==> src/rtl/instr_fetch_unit.sv <==
// Fetch stage: owns the PC, reads instruction memory combinationally, and buffers
// {pc, instr, excp} entries in a small FIFO presented to decode via valid/ready.
`ifndef XLEN_32b
`define XLEN_32b 1
`endif
`ifndef XLEN_64b
`define XLEN_64b 2
`endif

module instr_fetch_unit #(
  parameter int          XLEN       = `XLEN_64b,
  parameter logic [63:0] RESET_PC   = 64'h0,
  parameter int          FIFO_DEPTH = 4,
  localparam int         W          = 1 << (XLEN + 4)
) (
  input  logic         i_clk,
  input  logic         i_rst,
  input  logic         i_redirect,
  input  logic [W-1:0] i_redirect_pc,
  output logic [W-1:0] o_imem_adr,
  input  logic [31:0]  i_imem_instr,
  output logic         o_valid,
  input  logic         i_ready,
  output logic [31:0]  o_instr,
  output logic [W-1:0] o_pc,
  output logic [W-1:0] o_pc_plus4,
  output logic         o_excp_misalign,
  output logic [1:0]   o_dbg_state
);

  localparam int AW = $clog2(FIFO_DEPTH);
  localparam int CW = AW + 1;

  localparam logic [1:0] ST_FETCH    = 2'd0;
  localparam logic [1:0] ST_MISALIGN = 2'd1;
  localparam logic [1:0] ST_HALT     = 2'd2;

  localparam logic [31:0] NOP_INSTR = 32'h0000_0013;

  // Handshake: an entry moves to decode on a cycle where o_valid & i_ready are both
  // high and no redirect is present; a redirect always wins and drops the head.

  logic [W-1:0]  r_pc;
  logic [1:0]    state;
  logic [AW-1:0] wr_ptr;
  logic [AW-1:0] rd_ptr;
  logic [CW-1:0] count;

  logic [W-1:0]  mem_pc    [FIFO_DEPTH];
  logic [31:0]   mem_instr [FIFO_DEPTH];
  logic          mem_excp  [FIFO_DEPTH];

  logic has_entry;
  logic pop;
  logic has_room;
  logic push_fetch;
  logic push_mark;
  logic push;

  assign has_entry  = (count != '0);
  assign pop        = has_entry & i_ready & ~i_redirect;
  assign has_room   = (count < CW'(FIFO_DEPTH)) | pop;
  assign push_fetch = (state == ST_FETCH) & ~i_redirect & has_room;
  assign push_mark  = (state == ST_MISALIGN) & ~i_redirect & has_room;
  assign push       = push_fetch | push_mark;

  always_ff @(posedge i_clk or negedge i_rst) begin
    if (!i_rst) begin
      r_pc   <= RESET_PC[W-1:0];
      state  <= ST_FETCH;
      wr_ptr <= '0;
      rd_ptr <= '0;
      count  <= '0;
    end else if (i_redirect) begin
      r_pc   <= i_redirect_pc;
      state  <= (i_redirect_pc[1:0] != 2'b00) ? ST_MISALIGN : ST_FETCH;
      wr_ptr <= '0;
      rd_ptr <= '0;
      count  <= '0;
    end else begin
      if (push) wr_ptr <= wr_ptr + AW'(1);
      if (pop)  rd_ptr <= rd_ptr + AW'(1);
      case ({push, pop})
        2'b10:   count <= count + CW'(1);
        2'b01:   count <= count - CW'(1);
        default: count <= count;
      endcase
      if (push_fetch) r_pc <= r_pc + W'(4);
      // The marker carries the faulting target PC; fetch then parks until redirected.
      if (push_mark)  state <= ST_HALT;
    end
  end

  always_ff @(posedge i_clk) begin
    if (push) begin
      mem_pc[wr_ptr]    <= r_pc;
      mem_instr[wr_ptr] <= push_mark ? NOP_INSTR : i_imem_instr;
      mem_excp[wr_ptr]  <= push_mark;
    end
  end

  assign o_imem_adr      = r_pc;
  assign o_valid         = has_entry;
  assign o_pc            = has_entry ? mem_pc[rd_ptr] : '0;
  assign o_pc_plus4      = has_entry ? mem_pc[rd_ptr] + W'(4) : '0;
  assign o_instr         = has_entry ? mem_instr[rd_ptr] : '0;
  assign o_excp_misalign = has_entry & mem_excp[rd_ptr];
  assign o_dbg_state     = state;

endmodule

==> config.mk <==
export PLATFORM = sky130hd
export DESIGN_NAME = instr_fetch_unit
export DESIGN_NICKNAME = d
export VERILOG_FILES = /design/src/rtl/instr_fetch_unit.sv
export SDC_FILE = /design/constraint.sdc
export NUM_CORES = 1
export LEC_CHECK = 0
export BUFFER_PORTS_ARGS = -buffer_cell sky130_fd_sc_hd__buf_2
export CORE_MARGIN = 2
export CORE_UTILIZATION = 55
export CTS_BUF_LIST = sky130_fd_sc_hd__clkbuf_8 sky130_fd_sc_hd__clkbuf_16
export DETAILED_ROUTE_END_ITERATION = 16
export HOLD_SLACK_MARGIN = 0.12
export PLACE_DENSITY = 0.78
export SYNTH_ARGS = -nofsm -noshare
export SYNTH_HDL_FRONTEND = slang
export SYNTH_SLANG_ARGS = --single-unit
export TNS_END_PERCENT = 10
==> constraint.sdc <==
create_clock -name i_clk -period 10.5 [get_ports i_clk]
set_clock_uncertainty 0.15 [all_clocks]
set_input_delay 2.1 -clock i_clk [delete_from_list [all_inputs] [get_ports i_clk]]
set_output_delay 2.1 -clock i_clk [all_outputs]
set_load 0.01 [all_outputs]
# [Yosys cells after proc, flatten, opt, wreduce, memory -nomap -nowiden]
# Memory sizes are Yosys's and may differ from the RTL's.
# Index checks and enable logic that the tools add are counted.
[classes] reduce_logical=8 bitwise_logic=10 magnitude_cmp=1 n_eq_ne=3 shifts=0 div_mod_pow=0 n_mul=0 add_sub_neg=6 muxes=17
[op_table] op="$mux 64" n=4
[op_table] op="$add 64x3->64 const B" n=2
[op_table] op="$mux 32" n=2
[op_table] op="$mux 2" n=6
[op_table] op="$reduce_bool 2->1" n=5
[op_table] op="$and 1x1->1" n=7
[op_table] op="$pmux 3 s2" n=1
[op_table] op="$reduce_bool 3->1" n=2
[op_table] op="$add 2x1->2 const B" n=2
[op_table] op="$eq 2x1->1 const B" n=2
[op_table] op="$add 3x1->3 const B" n=1
[op_table] op="$lt 3x3->1 const B" n=1
[op_table] op="$mux 1" n=3
[op_table] op="$mux 3" n=1
[op_table] op="$sub 3x1->3 const B" n=1
[op_table] op="$eq 2x2->1 const B" n=1
[op_table] op="$logic_not 2->1" n=1
[op_table] op="$or 1x1->1" n=2
[op_table] op="$not 1->1" n=1
[totals] latchBits=0 output_inout_bits=228 mem_bits_rw=388 n_memories=3 romBits=0 in_bits=100 regBits=73
[mem_list] name="mem_pc" depth=4 width=64 read_ports=1 rd_ports_with_merged_regs=0 write_ports=1 line_no="49" source="logic [W-1:0] mem_pc [FIFO_DEPTH];"
[mem_list] name="mem_instr" depth=4 width=32 read_ports=1 rd_ports_with_merged_regs=0 write_ports=1 line_no="50" source="logic [31:0] mem_instr [FIFO_DEPTH];"
[mem_list] name="mem_excp" depth=4 width=1 read_ports=1 rd_ports_with_merged_regs=0 write_ports=1 line_no="51" source="logic mem_excp [FIFO_DEPTH];"

# [Longest topological paths before layout]
[logic_depth] word_depth=9 ltp_mapped=11

# [Least setup slack after synthesis]
# No wires, ideal clock.
[synth_path] path_kind="input to register" from="input i_redirect" to="memory mem_excp[0], enable pin" t_arrival_ps=4885 required_time_ps=9883 path_buffers=1 setup_slack_ps=4999 cell_stages=3 setup_time_ps=467 path_cell_list="clkbuf_1 nor2_1 and3_1"
[synth_between] elab_chain_cells=7
[synth_lines] item="from (decl)" line_no="18" source="input logic i_redirect,"
[synth_lines] item="$not 1->1 (*)" line_no="61, 63, 64"
[synth_lines] item="$and 1x1->1" line_no="61" source="assign pop = has_entry & i_ready & ~i_redirect;"
[synth_lines] item="$or 1x1->1" line_no="62" source="assign has_room = (count < CW'(FIFO_DEPTH)) | pop;"
[synth_lines] item="$and 1x1->1, on equally long branches" line_no="63, 64"
[synth_lines] item="$or 1x1->1 (*)" line_no="65" source="assign push = push_fetch | push_mark;"
[synth_lines] item="$mux 1 (*)" line_no="95" source="if (push) begin"
[synth_lines] item="$mux 1 (implied by the code) (*)" line_no="98" source="mem_excp[wr_ptr] <= push_mark;"
[synth_lines] item="to (decl)" line_no="51"
# Mark *: on every way between the ends. The rest lies on a longest branch, timed or not.

# [Worst setup path after layout]
[layout_path] from="register rd_ptr[0]" to="output o_pc_plus4[56]"
[layout_between] elab_chain_cells=3
[layout_lines] item="from (decl)" line_no="46" source="logic [AW-1:0] rd_ptr;"
[layout_lines] item="from (signal assigned)" line_no="82" source="if (pop) rd_ptr <= rd_ptr + AW'(1);"
[layout_lines] item="$mem_v2 4x64"
[layout_lines] item="$add 64x3->64" line_no="105" source="assign o_pc_plus4 = has_entry ? mem_pc[rd_ptr] + W'(4) : '0;"
[layout_lines] item="$mux 64" line_no="105"
[layout_lines] item="to (decl)" line_no="26" source="output logic [W-1:0] o_pc_plus4,"
# Every way passes these cells.

==> results.txt <==
status = finished clean
post-route ant nets = 0
die height = 198 µm
crit-path cells = buf_4 -> mux4_2 -> ha_1 -> nand3_1 -> nor4_4 -> nand4_2 -> or4_1 -> a21oi_1 -> buf_2
Final nets = 1,829
number of global-route vias before repair = 12.8k
area delta synth->final = 17.2%
Worst Min Path Start = o_imem_adr[1]
final slew viol count = 0
net count after synthesis = 1,513
unrepaired setup endpoints after global routing = no
CTS resizes = 0
synth top area cells = edfxtp_1, mux4_2, dfrtp_1
clock root cell = clkbuf_16
Worst-Skew Late Latency = 0.56 ns
DR vias = 13.1k
hold_ws = 0.384 ns
most frequent cells after synthesis = edfxtp_1, nand2_1, and2_1, mux4_2, o21ai_0
final worst path period share = 69.2%
dominant synthesized flop cell = edfxtp_1
Max stage delay cell, worst path = dfrtp_4
# clock sinks = 461
clk buf depth = 3
static leakage = 8.86 nW
final hold vios = 0
H-tree Lvls = 2
Final min period = 7.27 ns
Crit Path Max Fanout = 38
full die area = 39,300 µm²
Async SR Flop Fraction = 15.8%
Max Cap Viol = 0
setup slack after layout = 3.23 ns
Max Freq = 138 MHz
top cell family by delay on the critical path = simple AND/OR/NAND/NOR gates
GP Congestion = 0.852
element type at the critical path end = primary output
Setup Crit Path Kind = register to primary output
CTS Hold Bufs = 0
worst r2r src = o_imem_adr[13]
# IOs = 328
Port Buffers = 327
# setup viols final = 0
slowest stage delay, CP = 0.82 ns
yosys warns = 0
Post-Route WL = 49.1 mm
CTS clk-pin slew, worst paths = 0.06 ns
Cells after Synth = 1,406
worst rel slew slack = 28.4%
Netlist cell types = 53
Iter 0 DRT Violations = 780
grt total ovfl = 0
row count = 71
initial antenna violation count = 4
Seq/Total Area, Yosys = 65.0%
Worst setup SP type = register
most used standard cell by instance count after synthesis = edfxtp_1
DP Worst Slack = 3.74 ns
fraction of layout cells with a size suffix above 1 = 30.0%
TritonCTS clock tree = built
Worst-Margin Slew = 1.07 ns
# Post-CTS Setup Buffers = 0
Syn Std Cell Area = 20,700 µm²
Hold Path Class = register to register
core area = 37,400 µm²
setup_tns = 0 ns
Initial DRT Pass Iterations = 5
leading area contributor after synthesis = edfxtp_1
Worst Setup SP = rd_ptr[0]
WP buf/inv = 2
drt wl/cell = 21.6 µm
GRT Util Overall = 25.3%
share of the synthesized area in the top cell type = 56.2%
Post-synth EDFFs = 388
Initial Util = 55.4%
largest net degree at the start of global routing = 79
post-DR vias/cell = 5.75
hpwl dp = 31.8 mm
CP required = 8.25 ns
CTS buffer count = 45
DIE WIDTH = 198 µm
peak supply drop = 178 µV
PwrDens = 245 nW/µm²
syn_area_per_cell = 14.7 µm²
DRC = 0
FF+latch count, synth = 461
fin area = 24,300 µm²
Critical Path AT = 5.02 ns
global-route wire length before repair = 74.9 mm
area post-placement = 22,800 µm²
-- sequential cells by signal, summed over array words and instances (netlist names) --
register,cells
count,3
o_imem_adr,64
mem_excp,4
o_dbg_state,2
rd_ptr,2
wr_ptr,2
mem_instr,128
mem_pc,256
-- metal layers --
metal / vias up / track usage (%) / routed length, µm / share of wire [%]
met2: 471 / 41.3 / 24200 / 49
met5: - / 0 / 0 / 0
li1: 5952 / - / - / -
met4: 0 / 7.96 / 1270 / 2.6
met1: 6564 / 34.8 / 20300 / 41
met3: 80 / 4.50 / 3300 / 6.7
-- metrics by stage --
stage	power [W]	utilization, %	cells
6_report	0.00596	64.9	2273
5_1_grt	0.00625	64.9	2272
4_1_cts	0.00600	64.9	2270
3_5_place_dp	0.00440	60.9	2186
3_3_place_gp	0.00436	60.9	2186
2_1_floorplan	0.00371	-	1406
-- cells in the final DEF, fill, tap and decap left out, drive strengths merged, types with 52 or more instances in the layout --
cell type  Yosys  layout
o21ai         83      83
mux4          96      96
and2          96      96
nand2        112     112
xnor2         59      59
edfxtp       388     388
clkbuf        48      52
nor2          78      78
buf           27     344
dfrtp         73      73
-- where the power goes --
part / switching (W) / internal (W) / leakage (nW) / total, W
Combinational: 0.00114 / 0.000768 / 3.61 / 0.00191
Sequential: 0.000150 / 0.00228 / 4.45 / 0.00243
Clock: 0.000651 / 0.000965 / 0.794 / 0.00162
Total: 0.00194 / 0.00402 / 8.86 / 0.00596
-- cell type report --
cell class / instances / area (µm²)
Inverter: 23 / 86.3
Clock inverter: 32 / 264
Fill cell: 2711 / 13100
Antenna cell: 3 / 7.51
Sequential cell: 461 / 13500
Clock buffer: 52 / 1240
Timing Repair Buffer: 344 / 1770
Multi-Input combinational cell: 847 / 6790
Tap cell: 511 / 639
-- worst reg2reg max path, delay by kind of cell (launching register included) --
kind                      cells  cell delay, ns
DFF                           1            0.50
AOI/OAI and AO/OA             1            0.12
and+or+nand+nor               4            2.80
xor gates and xnor gates      1            0.20
-- final timing paths --
path | end | slack (ns) | cells after the start
min in group asynchronous | o_imem_adr[32] | 1.57 | 1
max reg2reg | o_imem_adr[54] | 6.60 | 6
min | mem_pc[1][1] | 0.38 | 0
max | o_pc_plus4[56] | 3.23 | 9
max in group asynchronous | rd_ptr[1] | 7.77 | 1
min reg2reg | mem_pc[1][1] | 0.38 | 0
-- cell families (layout without fill, tap and decap cells) --
family | count (synthesis) | count (layout) | synth area share, %
xor gates and xnor gates | 91 | 91 | 3.85
adders and majority gates | 7 | 7 | 0.459
buffers and inverters | 98 | 451 | 2.31
other | 0 | 3 | 0
AOI/OAI and AO/OA | 129 | 129 | 3.27
muxes | 114 | 114 | 11.6
DFF | 461 | 461 | 65.0
and+or+nand+nor | 506 | 506 | 13.5
No activity file was read; power rests on OpenSTA's default activity.
